File: config.mk
export PLATFORM = sky130hd
export DESIGN_NAME = bus_master_ctrl
export DESIGN_NICKNAME = d
export VERILOG_FILES = /design/src/rtl/bus_master_pkg.sv /design/src/rtl/bus_addr_dec.sv /design/src/rtl/bus_master_ctrl.sv
export SDC_FILE = /design/constraint.sdc
export NUM_CORES = 1
export LEC_CHECK = 0
export ABC_AREA = 1
export CORE_MARGIN = 2
export CORE_UTILIZATION = 38
export CTS_CLUSTER_SIZE = 20
export DETAILED_ROUTE_END_ITERATION = 8
export PLACE_DENSITY = 0.76
export SLEW_MARGIN = 10
export SYNTH_ARGS = -nofsm -noshare
export SYNTH_HDL_FRONTEND = slang
export SYNTH_SLANG_ARGS = --single-unit
export TNS_END_PERCENT = 20
File: constraint.sdc
create_clock -name clk -period 1.5 [get_ports clk]
set_input_delay 0.3 -clock clk [delete_from_list [all_inputs] [get_ports clk]]
set_output_delay 0.3 -clock clk [all_outputs]
set_load 0.02 [all_outputs]
File: src/rtl/bus_master_pkg.sv
// Shared types and constants for the bus initiator controller and its address decoder.
package bus_master_pkg;

  typedef enum logic [1:0] {
    IDLE   = 2'd0,
    ACCESS = 2'd1,
    ERR    = 2'd2
  } state_t;

  // Slave index occupies the top SLV_IDX_W bits of the address.
  localparam int SLV_IDX_W   = 3;
  localparam int TIMEOUT_DEF = 255;

  function automatic int cnt_w(input int timeout);
    return $clog2(timeout + 1);
  endfunction

  localparam int CNT_W_DEF = cnt_w(TIMEOUT_DEF);

endpackage

File: src/rtl/bus_addr_dec.sv
// Slave index -> one-hot chip enable decoder with an unmapped flag; shared by all initiators.
module bus_addr_dec
  import bus_master_pkg::*;
#(
  parameter int SLV_NUM = 5
) (
  input  logic [SLV_IDX_W-1:0] slv_idx,
  output logic [SLV_NUM-1:0]   c_en,
  output logic                 unmapped
);

  always_comb begin
    c_en = '0;
    for (int k = 0; k < SLV_NUM; k++) begin
      if (slv_idx == SLV_IDX_W'(k)) c_en[k] = 1'b1;
    end
  end

  assign unmapped = ({{(32-SLV_IDX_W){1'b0}}, slv_idx} >= 32'(SLV_NUM));

endmodule

File: src/rtl/bus_master_ctrl.sv
// Initiator-side bus controller: one core request -> one decoded slave transaction.
// Optional BUS_TIMEOUT_EN aborts an ACCESS that waits TIMEOUT cycles without ready.
module bus_master_ctrl
  import bus_master_pkg::*;
#(
  parameter int ADDR_W  = 32,
  parameter int DATA_W  = 32,
  parameter int SLV_NUM = 5,
  parameter int TIMEOUT = TIMEOUT_DEF
) (
  input  logic               clk,
  input  logic               rst,
  input  logic               req_i,
  input  logic               we_i,
  input  logic [ADDR_W-1:0]  addr_i,
  input  logic [DATA_W-1:0]  wr_data_i,
  output logic               busy_o,
  output logic               done_o,
  output logic               err_o,
  output logic [DATA_W-1:0]  rd_data_o,
  output logic [SLV_NUM-1:0] c_en_o,
  output logic [ADDR_W-1:0]  addr_o,
  output logic               we_o,
  output logic [DATA_W-1:0]  wr_data_o,
  input  logic [DATA_W-1:0]  rd_data_i,
  input  logic               ready_i
);

  // Handshake: the core holds req_i until done_o/err_o; req_i is only looked at in
  // IDLE. ready_i from the slave mux completes the access in the cycle it is seen
  // high during ACCESS and is ignored in every other state.

  state_t             state, state_d;
  logic [SLV_NUM-1:0] dec_c_en;
  logic               dec_unmapped;
  logic [SLV_NUM-1:0] c_en_d;
  logic               done_q, done_d;
  logic               err_q, err_d;
  logic               latch_req;
  logic               capture_rd;
  logic               timeout_hit;

  bus_addr_dec #(.SLV_NUM(SLV_NUM)) u_dec (
    .slv_idx  (addr_i[ADDR_W-1 -: SLV_IDX_W]),
    .c_en     (dec_c_en),
    .unmapped (dec_unmapped)
  );

`ifdef BUS_TIMEOUT_EN
  localparam int CNT_W = cnt_w(TIMEOUT);
  logic [CNT_W-1:0] cnt_q;

  // Held at zero outside ACCESS, so every access starts counting from 0.
  always_ff @(posedge clk) begin
    if (rst || state != ACCESS) cnt_q <= '0;
    else                        cnt_q <= cnt_q + 1'b1;
  end

  assign timeout_hit = (cnt_q == CNT_W'(TIMEOUT));
`else
  assign timeout_hit = 1'b0;
`endif

  always_comb begin
    state_d    = state;
    c_en_d     = c_en_o;
    done_d     = 1'b0;
    err_d      = 1'b0;
    latch_req  = 1'b0;
    capture_rd = 1'b0;
    case (state)
      IDLE: begin
        if (req_i) begin
          latch_req = 1'b1;
          if (dec_unmapped) begin
            state_d = ERR;
          end else begin
            state_d = ACCESS;
            c_en_d  = dec_c_en;
          end
        end
      end
      ACCESS: begin
        // ready wins over a coincident timeout.
        if (ready_i) begin
          capture_rd = ~we_o;
          done_d     = 1'b1;
          c_en_d     = '0;
          state_d    = IDLE;
        end else if (timeout_hit) begin
          c_en_d  = '0;
          state_d = ERR;
        end
      end
      ERR: begin
        // Error is reported through a registered flag, aligned with done_o.
        err_d   = 1'b1;
        c_en_d  = '0;
        state_d = IDLE;
      end
      default: begin
        c_en_d  = '0;
        state_d = IDLE;
      end
    endcase
  end

  always_ff @(posedge clk) begin
    if (rst) begin
      state     <= IDLE;
      c_en_o    <= '0;
      done_q    <= 1'b0;
      err_q     <= 1'b0;
      addr_o    <= '0;
      we_o      <= 1'b0;
      wr_data_o <= '0;
      rd_data_o <= '0;
    end else begin
      state  <= state_d;
      c_en_o <= c_en_d;
      done_q <= done_d;
      err_q  <= err_d;
      if (latch_req) begin
        addr_o    <= addr_i;
        we_o      <= we_i;
        wr_data_o <= wr_data_i;
      end
      if (capture_rd) rd_data_o <= rd_data_i;
    end
  end

  assign busy_o = (state != IDLE);
  assign done_o = done_q;
  assign err_o  = err_q;

endmodule

## Word-level counts from Yosys, hierarchy flattened

Cells that the tools add are included.

| storage, ports and cells | value |
|---|---|
| bits in registers | 106 |
| input bits | 101 |
| output and inout port bits | 105 |
| logic and storage cells | 45 |

| operators by class | value |
|---|---|
| magnitude comparators | 1 |
| equality and inequality tests | 9 |
| muxes and demuxes | 19 |
| bitwise logic cells | 2 |
| reduce and logical (&&, ||, !) cells | 6 |

Operators by type and width:

| operator | count |
|---|---|
| $mux W5 | 3 |
| $mux W1 | 11 |
| $pmux W5 S2 | 1 |
| $eq A3 B2 Y1 const B | 2 |
| $mux W2 | 3 |
| $ne A2 B2 Y1 const B | 3 |
| $pmux W2 S2 | 1 |
| $eq A3 B1 Y1 const B | 1 |
| $eq A3 B3 Y1 const B | 1 |
| $ge A3 B3 Y1 const B | 1 |
| $logic_not A3 Y1 | 1 |
| $reduce_and A3 Y1 | 1 |
| $eq A2 B1 Y1 const B | 1 |
| $eq A2 B2 Y1 const B | 1 |
| $logic_not A2 Y1 | 1 |
| $not A1 Y1 | 2 |
| $reduce_and A2 Y1 | 1 |
| $reduce_bool A2 Y1 | 1 |
| $reduce_or A2 Y1 | 1 |

## Depth between registers and ports, before layout

| logic depth | value |
|---|---|
| word-level depth | 5 |
| depth in mapped cells | 8 |
| mapped depth without buffers | 8 |

## Modules after synthesis

Synthesis repeated with hierarchy kept, for this count alone.

| unflattened totals | value |
|---|---|
| cell total of the unflattened synthesis | 481 |
| area, all modules | 3,926.3 µm² |

Modules (own cells, without submodules):

| module | instances | cells each | area each (µm²) | seq. area each (µm²) |
|---|---|---|---|---|
| bus_master_ctrl | 1 | 468 | 3,877.5 | 2,122.0 |
| bus_addr_dec | 1 | 13 | 48.8 | 0.0 |

## Worst setup path before layout

OpenSTA, ideal clock, no wires.

| timing path | value |
|---|---|
| path type | reg2reg |
| start point | register state[0] |
| end point | register rd_data_o[0] |
| library setup time | 116 ps |
| arrival | 1,017 ps |
| required time | 1,384 ps |
| path slack | 368 ps |
| stages on the path, launching flop included | 7 |
| buffers on the path | 1 |
| clock period less this slack | 1,132 ps |
| path through | dfxtp_1 -> inv_1 -> nor2_1 -> nand2_1 -> clkbuf_1 -> o21ai_0 -> nor2_1 |

| on the way | value |
|---|---|
| word-level cells in the longest chain between the ends | 2 |

Ends and longest elaborated chain:

| element | line | source |
|---|---|---|
| start, declared | bus_master_ctrl.sv:33 | `state_t state, state_d;` |
| start signal, assigned | bus_master_ctrl.sv:119 | `state <= state_d;` |
| $eq A2 B1 Y1 | bus_master_ctrl.sv:71 | `case (state)` |
| $mux W1 | bus_master_ctrl.sv:71 |  |
| end signal, assigned | bus_master_ctrl.sv:128 | `if (capture_rd) rd_data_o <= rd_data_i;` |
| end, declared | bus_master_ctrl.sv:20 | `output logic [DATA_W-1:0] rd_data_o,` |

Every way passes these cells.
A chain may end at the register's enable or synchronous reset.

## Worst setup path in the final report

| timing path | value |
|---|---|
| start point | register state[0] |
| end point | output busy_o |

| on the way | value |
|---|---|
| word-level cells in the longest chain between the ends | 1 |

Ends and longest elaborated chain:

| element | line | source |
|---|---|---|
| $reduce_bool A2 Y1 | bus_master_ctrl.sv:132 | `assign busy_o = (state != IDLE);` |
| end, declared | bus_master_ctrl.sv:17 | `output logic busy_o,` |

Every way passes these cells.

==> results.md <==
* CTS tree: yes
* Synth top area share at 57.0%
* Area grow syn2layout at 64.1%
* Netlist cell types at 18
* Die area at 10600 µm²
* GRT overflow at 0
* Slew HR at 79.9%
* Worst Hold Class: register to register
* WP data required at 1.20 ns
* Hold_buf cts at 0
* Crit Path Max Fanout at 2
* CP startpoint kind: register
* # port buffers at 205
* Gr usage total at 19.3%
* DRT Wirelength at 10.8 mm
* PostCTS Resize Cnt at 107
* Syn Inst Count at 480
* Max clock buf depth at 2
* Crit end category: primary output
* Crit path to: busy_o
* CTS sink count at 106
* Ports at 206
* Initial Util at 38.6%
* First-pass DRT Iterations at 4
* Via Count at 3829
* Mapped Avg Cell Area at 7.76 µm²
* Critical path origin: state[0]$_SDFFE_PP0P_
* Tcrit/Tclk final at 94.7%
* Post-synthesis sequential area ratio at 57.0%
* Worst slew pin tran at 0.299 ns
* Post-Place Cell Area at 6050 µm²
* Leak at 2.87 nW
* Post-Layout Cell Count at 829
* Critical Path, Cell by Cell: nor2_4 -> inv_1 -> clkdlybuf4s15_2
* Initial antenna violation count at 0
* Largest cells by area after synthesis: dfxtp_1, nor2_1, o21ai_0
* CP Data Arrival Time at 1.12 ns
* CP top delay family: flip-flops
* Max-slew violations at 0
* Final instance area at 6110 µm²
* Max Freq at 704 MHz
* Power, Total at 6.24 mW
* #FFs+latches synth at 106
* CP max stage delay at 0.39 ns
* Hpwl dp at 7.99 mm
* DRT iter0 DRCs at 108
* Yosys warning total at 0
* DR WL/cell at 13.0 µm
* TNS Setup at 0 ns
* Die Height at 103 µm
* Clock root buffer: clkbuf_8
* Syn_nets at 581
* Clock Pin Slew Worst Setup and Hold Paths at 0.10 ns
* CTS Buf Count at 9
* Final Hold Fails at 0
* Vias in the first global route at 3416
* DRT antenna net count at 0
* Buf/Inv on CP at 2
* Largest net degree at the start of global routing at 41
* Post-CTS setup buffers at 0
* Final Net Count at 792
* Layout cells sized above 1 at 6.90%
* Site Rows at 36
* Slowest cell on crit path: dfxtp_1
* Worst IR Drop VDD at 0.583 mV
* Drt via density at 4.62
* Reg2reg end: rd_data_o[23]$_SDFFE_PP0P_
* Drt drc at 0
* Final Core Density at 63.4%
* Final setup vio count at 0
* Mapped cell area at 3720 µm²
* Synth area leader: dfxtp_1
* Status: finished, final reports clean
* Die X at 103 µm
* Pwr/cell area at 1020 nW/µm²
* WS Path Type: register to primary output
* Worst r2r src: state[1]$_SDFFE_PP0P_
* H-tree depth at 3
* First-pass GRT wire length at 16.3 mm
* # fillers at 889
* Worst path depth at 3
* Max Cap Viol at 0
* Reg2reg setup slack at 0.12 ns
* Cell total after placement at 813
* Clock Latency Late Sink at 0.36 ns
* RD Place Congestion at 0.865
* Core area at 9640 µm²
* Skew final at 0.0140 ns
* Antenna cells at 0
* Sequential cell area at 2120 µm²
* Final min period at 1.42 ns
* Worst reg2reg path depth at 6
* Multi-input logic area at 1400 µm²
==> per-layer routing <==
| layer | up-vias | wire length (µm) | global-route usage (%) |
|---|---|---|---|
| li1 | 1945 | - | - |
| met1 | 1713 | 4490 | 23.2 |
| met2 | 155 | 5200 | 33.3 |
| met3 | 16 | 888 | 4.88 |
| met4 | 0 | 201 | 7.39 |
| met5 | - | 0 | 0 |
==> per-stage QoR <==
step / hold slack (ns) / worst slack, ns
floorplan: 0.369 / 0.368
global placement: 0.442 / -0.112
detailed placement: 0.447 / -0.154
CTS: 0.459 / 0.0456
global route: 0.497 / -0.00205
finish: 0.458 / 0.0795
==> synthesized netlist by cell type <==
library cell and instances:
nor2_1 201, dfxtp_1 106, o21ai_0 97, clkbuf_1 19
nand2_1 15, inv_1 12, a21oi_1 5, nand3_1 5
buf_2 4, buf_4 3, buf_6 3, inv_2 2
nand4_1 2, nor3_1 2, clkinv_1 1, nand2_4 1
nor2_4 1, nor4_1 1
==> worst reg2reg max path, stage by stage (launching register included) <==
cell	delay, ns
dfxtp_2	0.35
buf_4	0.13
nor2_1	0.17
nand2_2	0.14
buf_4	0.21
o21ai_0	0.20
nor2_1	0.07
==> power breakdown <==
part	switching [mW]	leakage [nW]	internal, mW
Combinational	0.771	1.90	0.663
Clock	0.997	0.0937	0.669
Sequential	0.102	0.873	3.03
Total	1.87	2.87	4.37
==> final cells by class <==
class	count	area share, %
clock buffers	10	2.25
clock inverters	6	0.778
inverters	15	0.922
multi-input cells	330	22.9
flip-flops and latches	106	34.8
well taps	133	2.72
repair buffers	229	35.7
==> state kept, by name (all words and copies together), names as in the netlist <==
name / flops
c_en_o: 5
err_o: 1
wr_data_o: 32
done_o: 1
addr_o: 32
state: 2
rd_data_o: 32
we_o: 1
==> logic make-up after synthesis <==
group	after synthesis	synth area share, %
AO/OA/AOI/OAI	102	13.7
flip-flops	106	57.0
buffers and inverters	44	5.48
AND/OR/NAND/NOR	228	23.8
==> worst min path at each step <==
| stage | start | to | slack [ns] | depth (start not counted) |
|---|---|---|---|---|
| after global placement | c_en_o[4]$_SDFFE_PP0P_ | c_en_o[4]$_SDFFE_PP0P_ | 0.44 | 2 |
| after detailed placement | c_en_o[4]$_SDFFE_PP0P_ | c_en_o[4]$_SDFFE_PP0P_ | 0.45 | 2 |
| after floorplan | rst | c_en_o[0]$_SDFFE_PP0P_ | 0.37 | 1 |
| after CTS | c_en_o[4]$_SDFFE_PP0P_ | c_en_o[4]$_SDFFE_PP0P_ | 0.46 | 2 |
| final | c_en_o[4]$_SDFFE_PP0P_ | c_en_o[4]$_SDFFE_PP0P_ | 0.46 | 2 |
| after global routing | c_en_o[0]$_SDFFE_PP0P_ | c_en_o[0]$_SDFFE_PP0P_ | 0.50 | 2 |
==> layout by cell type (no fill, tap or decap), types with 5 or more instances in the layout <==
| cell | n |
|---|---|
| dlygate4sd2_1 | 104 |
| nand3_1 | 5 |
| dfxtp_1 | 105 |
| nand2_1 | 14 |
| o21ai_0 | 97 |
| nor2_1 | 201 |
| clkbuf_8 | 10 |
| inv_1 | 12 |
| buf_12 | 6 |
| buf_4 | 18 |
| a21oi_1 | 5 |
| clkdlybuf4s50_1 | 100 |
Power figures use the tool's default switching activity.
